===== config.mk =====
export PLATFORM = sky130hd
export DESIGN_NAME = demux_scheduler
export DESIGN_NICKNAME = d
export VERILOG_FILES = /design/src/rtl/demux_scheduler.sv
export SDC_FILE = /design/constraint.sdc
export NUM_CORES = 1
export LEC_CHECK = 0
export CORE_UTILIZATION = 30
export DETAILED_ROUTE_END_ITERATION = 8
export PLACE_DENSITY = 0.62
export SETUP_SLACK_MARGIN = 0.15
export SYNTH_ARGS = -nofsm -noshare
export SYNTH_HDL_FRONTEND = slang
export SYNTH_SLANG_ARGS = --single-unit

===== constraint.sdc =====
create_clock -name i_clk -period 4.6 [get_ports i_clk]
set_clock_uncertainty 0.05 [all_clocks]
set_input_delay 0.46 -clock i_clk [delete_from_list [all_inputs] [get_ports i_clk]]
set_output_delay 0.46 -clock i_clk [all_outputs]
set_load 0.01 [all_outputs]

===== src/rtl/demux_scheduler.sv =====
// rtl/demux_scheduler.sv - 1-to-8 demux sequencer, round-robin or explicit destination; optional HOLD timeout via DEMUX_TIMEOUT_EN
module demux_scheduler #(
  parameter int WIDTH   = 1,
  parameter int TIMEOUT = 16
) (
  input  logic             i_clk,
  input  logic             i_rst,
  input  logic [WIDTH-1:0] i_data,
  input  logic             i_in_valid,
  output logic             o_in_ready,
  input  logic             i_mode,
  input  logic [2:0]       i_dest,
  input  logic [7:0]       i_out_ready,
  output logic [2:0]       o_control,
  output logic [7:0]       o_out_valid,
  output logic [WIDTH-1:0] o_outputs,
  output logic             o_busy,
  output logic             o_drop
);

  typedef enum logic {IDLE, HOLD} state_t;

  state_t           r_state;
  state_t           w_next_state;
  logic [2:0]       r_rr_ptr;
  logic [2:0]       r_control;
  logic [WIDTH-1:0] r_hold;
  logic             w_capture;
  logic             w_xfer;
  logic             w_timeout;
  logic             w_target_ready;

  // Reject timeout values the 8-bit HOLD counter cannot represent
  if (TIMEOUT < 2 || TIMEOUT > 255) begin : g_timeout_range
    $error("demux_scheduler: TIMEOUT out of range 2..255");
  end

`ifdef DEMUX_TIMEOUT_EN
  logic [7:0] r_cnt;
  logic       r_drop;
  logic       w_cnt_last;

  // Last stalled HOLD cycle before the word is abandoned
  assign w_cnt_last = (r_cnt == 8'(TIMEOUT - 1));

  // HOLD stall counter; cleared on capture, counts cycles the target is not ready
  always_ff @(posedge i_clk or posedge i_rst) begin
    if (i_rst) begin
      r_cnt  <= '0;
      r_drop <= 1'b0;
    end else begin
      r_drop <= w_timeout;
      if (w_capture) begin
        r_cnt <= '0;
      end else if (r_state == HOLD && !w_target_ready) begin
        r_cnt <= r_cnt + 8'd1;
      end
    end
  end

  assign o_drop = r_drop;
`else
  assign o_drop = 1'b0;
`endif

  // State register
  always_ff @(posedge i_clk or posedge i_rst) begin
    if (i_rst) begin
      r_state <= IDLE;
    end else begin
      r_state <= w_next_state;
    end
  end

  // Next-state decode; the held target is the only channel whose ready matters
  always_comb begin
    w_next_state   = r_state;
    w_capture      = 1'b0;
    w_xfer         = 1'b0;
    w_timeout      = 1'b0;
    w_target_ready = i_out_ready[r_control];
    case (r_state)
      IDLE: begin
        if (i_in_valid) begin
          w_capture    = 1'b1;
          w_next_state = HOLD;
        end
      end
      HOLD: begin
        if (w_target_ready) begin
          w_xfer       = 1'b1;
          w_next_state = IDLE;
        end
`ifdef DEMUX_TIMEOUT_EN
        else if (w_cnt_last) begin
          w_timeout    = 1'b1;
          w_next_state = IDLE;
        end
`endif
      end
      default: w_next_state = IDLE;
    endcase
  end

  // Word/target capture and round-robin pointer; mode and dest only matter at capture
  always_ff @(posedge i_clk or posedge i_rst) begin
    if (i_rst) begin
      r_hold    <= '0;
      r_control <= '0;
      r_rr_ptr  <= '0;
    end else begin
      if (w_capture) begin
        r_hold    <= i_data;
        r_control <= i_mode ? i_dest : r_rr_ptr;
      end
      if (w_xfer || w_timeout) begin
        r_rr_ptr <= r_control + 3'd1;
      end
    end
  end

  // Handshake outputs decoded from registered state only
  always_comb begin
    o_in_ready  = (r_state == IDLE);
    o_busy      = (r_state == HOLD);
    o_out_valid = 8'h00;
    if (r_state == HOLD) begin
      o_out_valid = 8'h01 << r_control;
    end
  end

  assign o_control = r_control;
  assign o_outputs = r_hold;

endmodule


==> out/qor.csv <==
metric,value,unit
Max Used Layer,met4,
VDD IR max,0.000331,V
CTS buffer count,3,
Crit Path Category,reg -> out,
chip height,45.6,µm
initial drt markers,3,
"setup slack, reg-to-reg",2.79,ns
Final Util,51.3,%
synthesis-to-layout area growth,57.1,%
Mapped Cells,55,
worst skew pair latency,0.25,ns
Initial Utilization,32.6,%
Power per Cell Area,562,nW/µm²
RSZ-0062 raised after global routing,false,
setup_tns,0,ns
core area,1750,µm²
buffer count from post-CTS setup fixing,0,
Hold Buf Count CTS,0,
PortBufs,29,
vias in the first global route,415,
CP endpoint kind,primary output,
final hold slack,0.409,ns
Final #Nets,109,
Mapped Area,569,µm²
fin crit share,50.9,%
crit-path max FO,8,
"Net Count, Synth",77,
M1 wire length,588,µm
post-CTS sizing,0,
Remaining DRCs,0,
half-perimeter wire length after placement,973,µm
most frequent cells in the layout,"29 x clkdlybuf4s50_1, 8 x dfrtp_1",
crit path time final,2.34,ns
total track usage,13.2,%
"Avg Cell Area, Syn",10.4,µm²
Die X,45.6,µm
Fmax,0.427,GHz
grt ovf,0,
max-slew violations,0,
register bit total from synthesis,8,
"slowest stage delay, CP",0.54,ns
WL/cell,11.3,µm
H-tree levels,1,
Clock Sinks,8,
Worst EP required,4.09,ns
Cells after DPL,107,
"most used cell, CP",ha_1,
"most common cell after layout, fill and taps aside",clkdlybuf4s50_1,
Overall Power,0.503,mW
Layout Cells excl Fill,110,
n_diodes,0,
DR WL met3,51,µm
Yosys warnings,0,
design area,895,µm²
crit-path cells,ha_1 > ha_1 > and2_1 > clkdlybuf4s50_1,
setup violators final,0,
"worst slack, placed",2.50,ns
clock tree buffer depth,2,
Critical Path Start Type,flip-flop,
row count,15,
first-pass GRT wire length,1.93,mm
I/O pins,31,
post-synthesis sequential area ratio,35.2,%
CTS tree,yes,
worst hold path type,in -> async,
dpl cell area,872,µm²
initial antenna violation count,0,
Final WS setup,2.26,ns
die footprint,2080,µm²
status,finished clean,
Critical Path AT,1.83,ns
max cap viols,0,
Hold Fails Final Rpt,0,
met2 WL,589,µm
share of post-route cells with drive strength above 1,9.41,%
total length of routed wires,1.24,mm
root buffer cell,clkbuf_4,
vias,504,
Critical Path Slowest Stage Cell,dfrtp_1,
FILL cells,173,
largest net degree at the start of global routing,12,
via density per instance,4.58,
post-route antenna net violation count,0,
Leak,0.421,nW
Worst-path clk slew,0.06,ns
Final GP Congestion,0.763,
drt first pass iters,4,
library cells used by synthesis,19,
## layout make-up
cell class,count,area (µm²),area share [%]
clock buffers,3,22.5,2.52
inverters,6,22.5,2.52
repair buffers,29,290,32.4
flip-flops and latches,8,200,22.4
well taps,25,31.3,3.50
multi-input cells,39,328,36.6
## routing by layer
metal / global-route usage (%) / vias up
li1: - / 244
met1: 18.7 / 241
met2: 18.9 / 17
met3: 2.38 / 2
met4: 7.27 / 0
met5: 0 / -
## Yosys cell counts
cell type	count	area, µm²
a21oi_1	2	10.0
a221oi_2	1	15.0
and2_1	3	18.8
and3_1	6	37.5
buf_4	1	7.51
buf_6	1	11.3
conb_1	1	3.75
dfrtp_1	8	200
ha_1	6	75.1
inv_1	6	22.5
mux2_2	1	11.3
mux2_4	1	15.0
mux2i_1	6	60.1
mux4_2	1	22.5
nand2_1	4	15.0
nor2_1	2	7.51
nor2b_1	1	6.26
o21a_4	1	15.0
o21ai_0	3	15.0
## worst max-delay path: cells and delay by family (launching register included)
kind / cells / cell delay (ns)
flops: 1 / 0.54
fa+ha+maj: 2 / 0.40
simple gates: 1 / 0.12
buf+inv: 1 / 0.53
## flip-flops by register name, summed over array words and instances, names as in the netlist
name,cells
o_busy,1
o_outputs,1
o_control,3
r_rr_ptr,3
## kinds of logic (layout without fill, tap and decap cells)
logic type,after synthesis,count (layout),share of synthesized area [%]
and+or+nand+nor,16,16,14.9
muxes,9,9,19.1
DFF,8,8,35.2
buffers and inverters,8,38,7.25
AOI/OAI and AO/OA,7,7,9.67
adders and majority gates,6,6,13.2
other,1,1,0.659
## power by group
part	total (mW)	switching, mW	internal (mW)
clock	0.0540	0.0242	0.0299
combinational	0.286	0.114	0.172
sequential	0.163	0.0566	0.106
## path summary, 6_finish.rpt
kind / start / endpoint / cells after the start
min in group i_clk: o_outputs / o_outputs / 1
max in group asynchronous: i_rst / r_rr_ptr[0] / 2
worst min-delay path: i_rst / r_rr_ptr[1] / 2
worst min register to register: o_outputs / o_outputs / 1
worst max-delay path: o_control[1] / o_out_valid[3] / 4
worst max register to register: o_control[1] / r_rr_ptr[1] / 3
No activity file was read; power rests on OpenSTA's default activity.
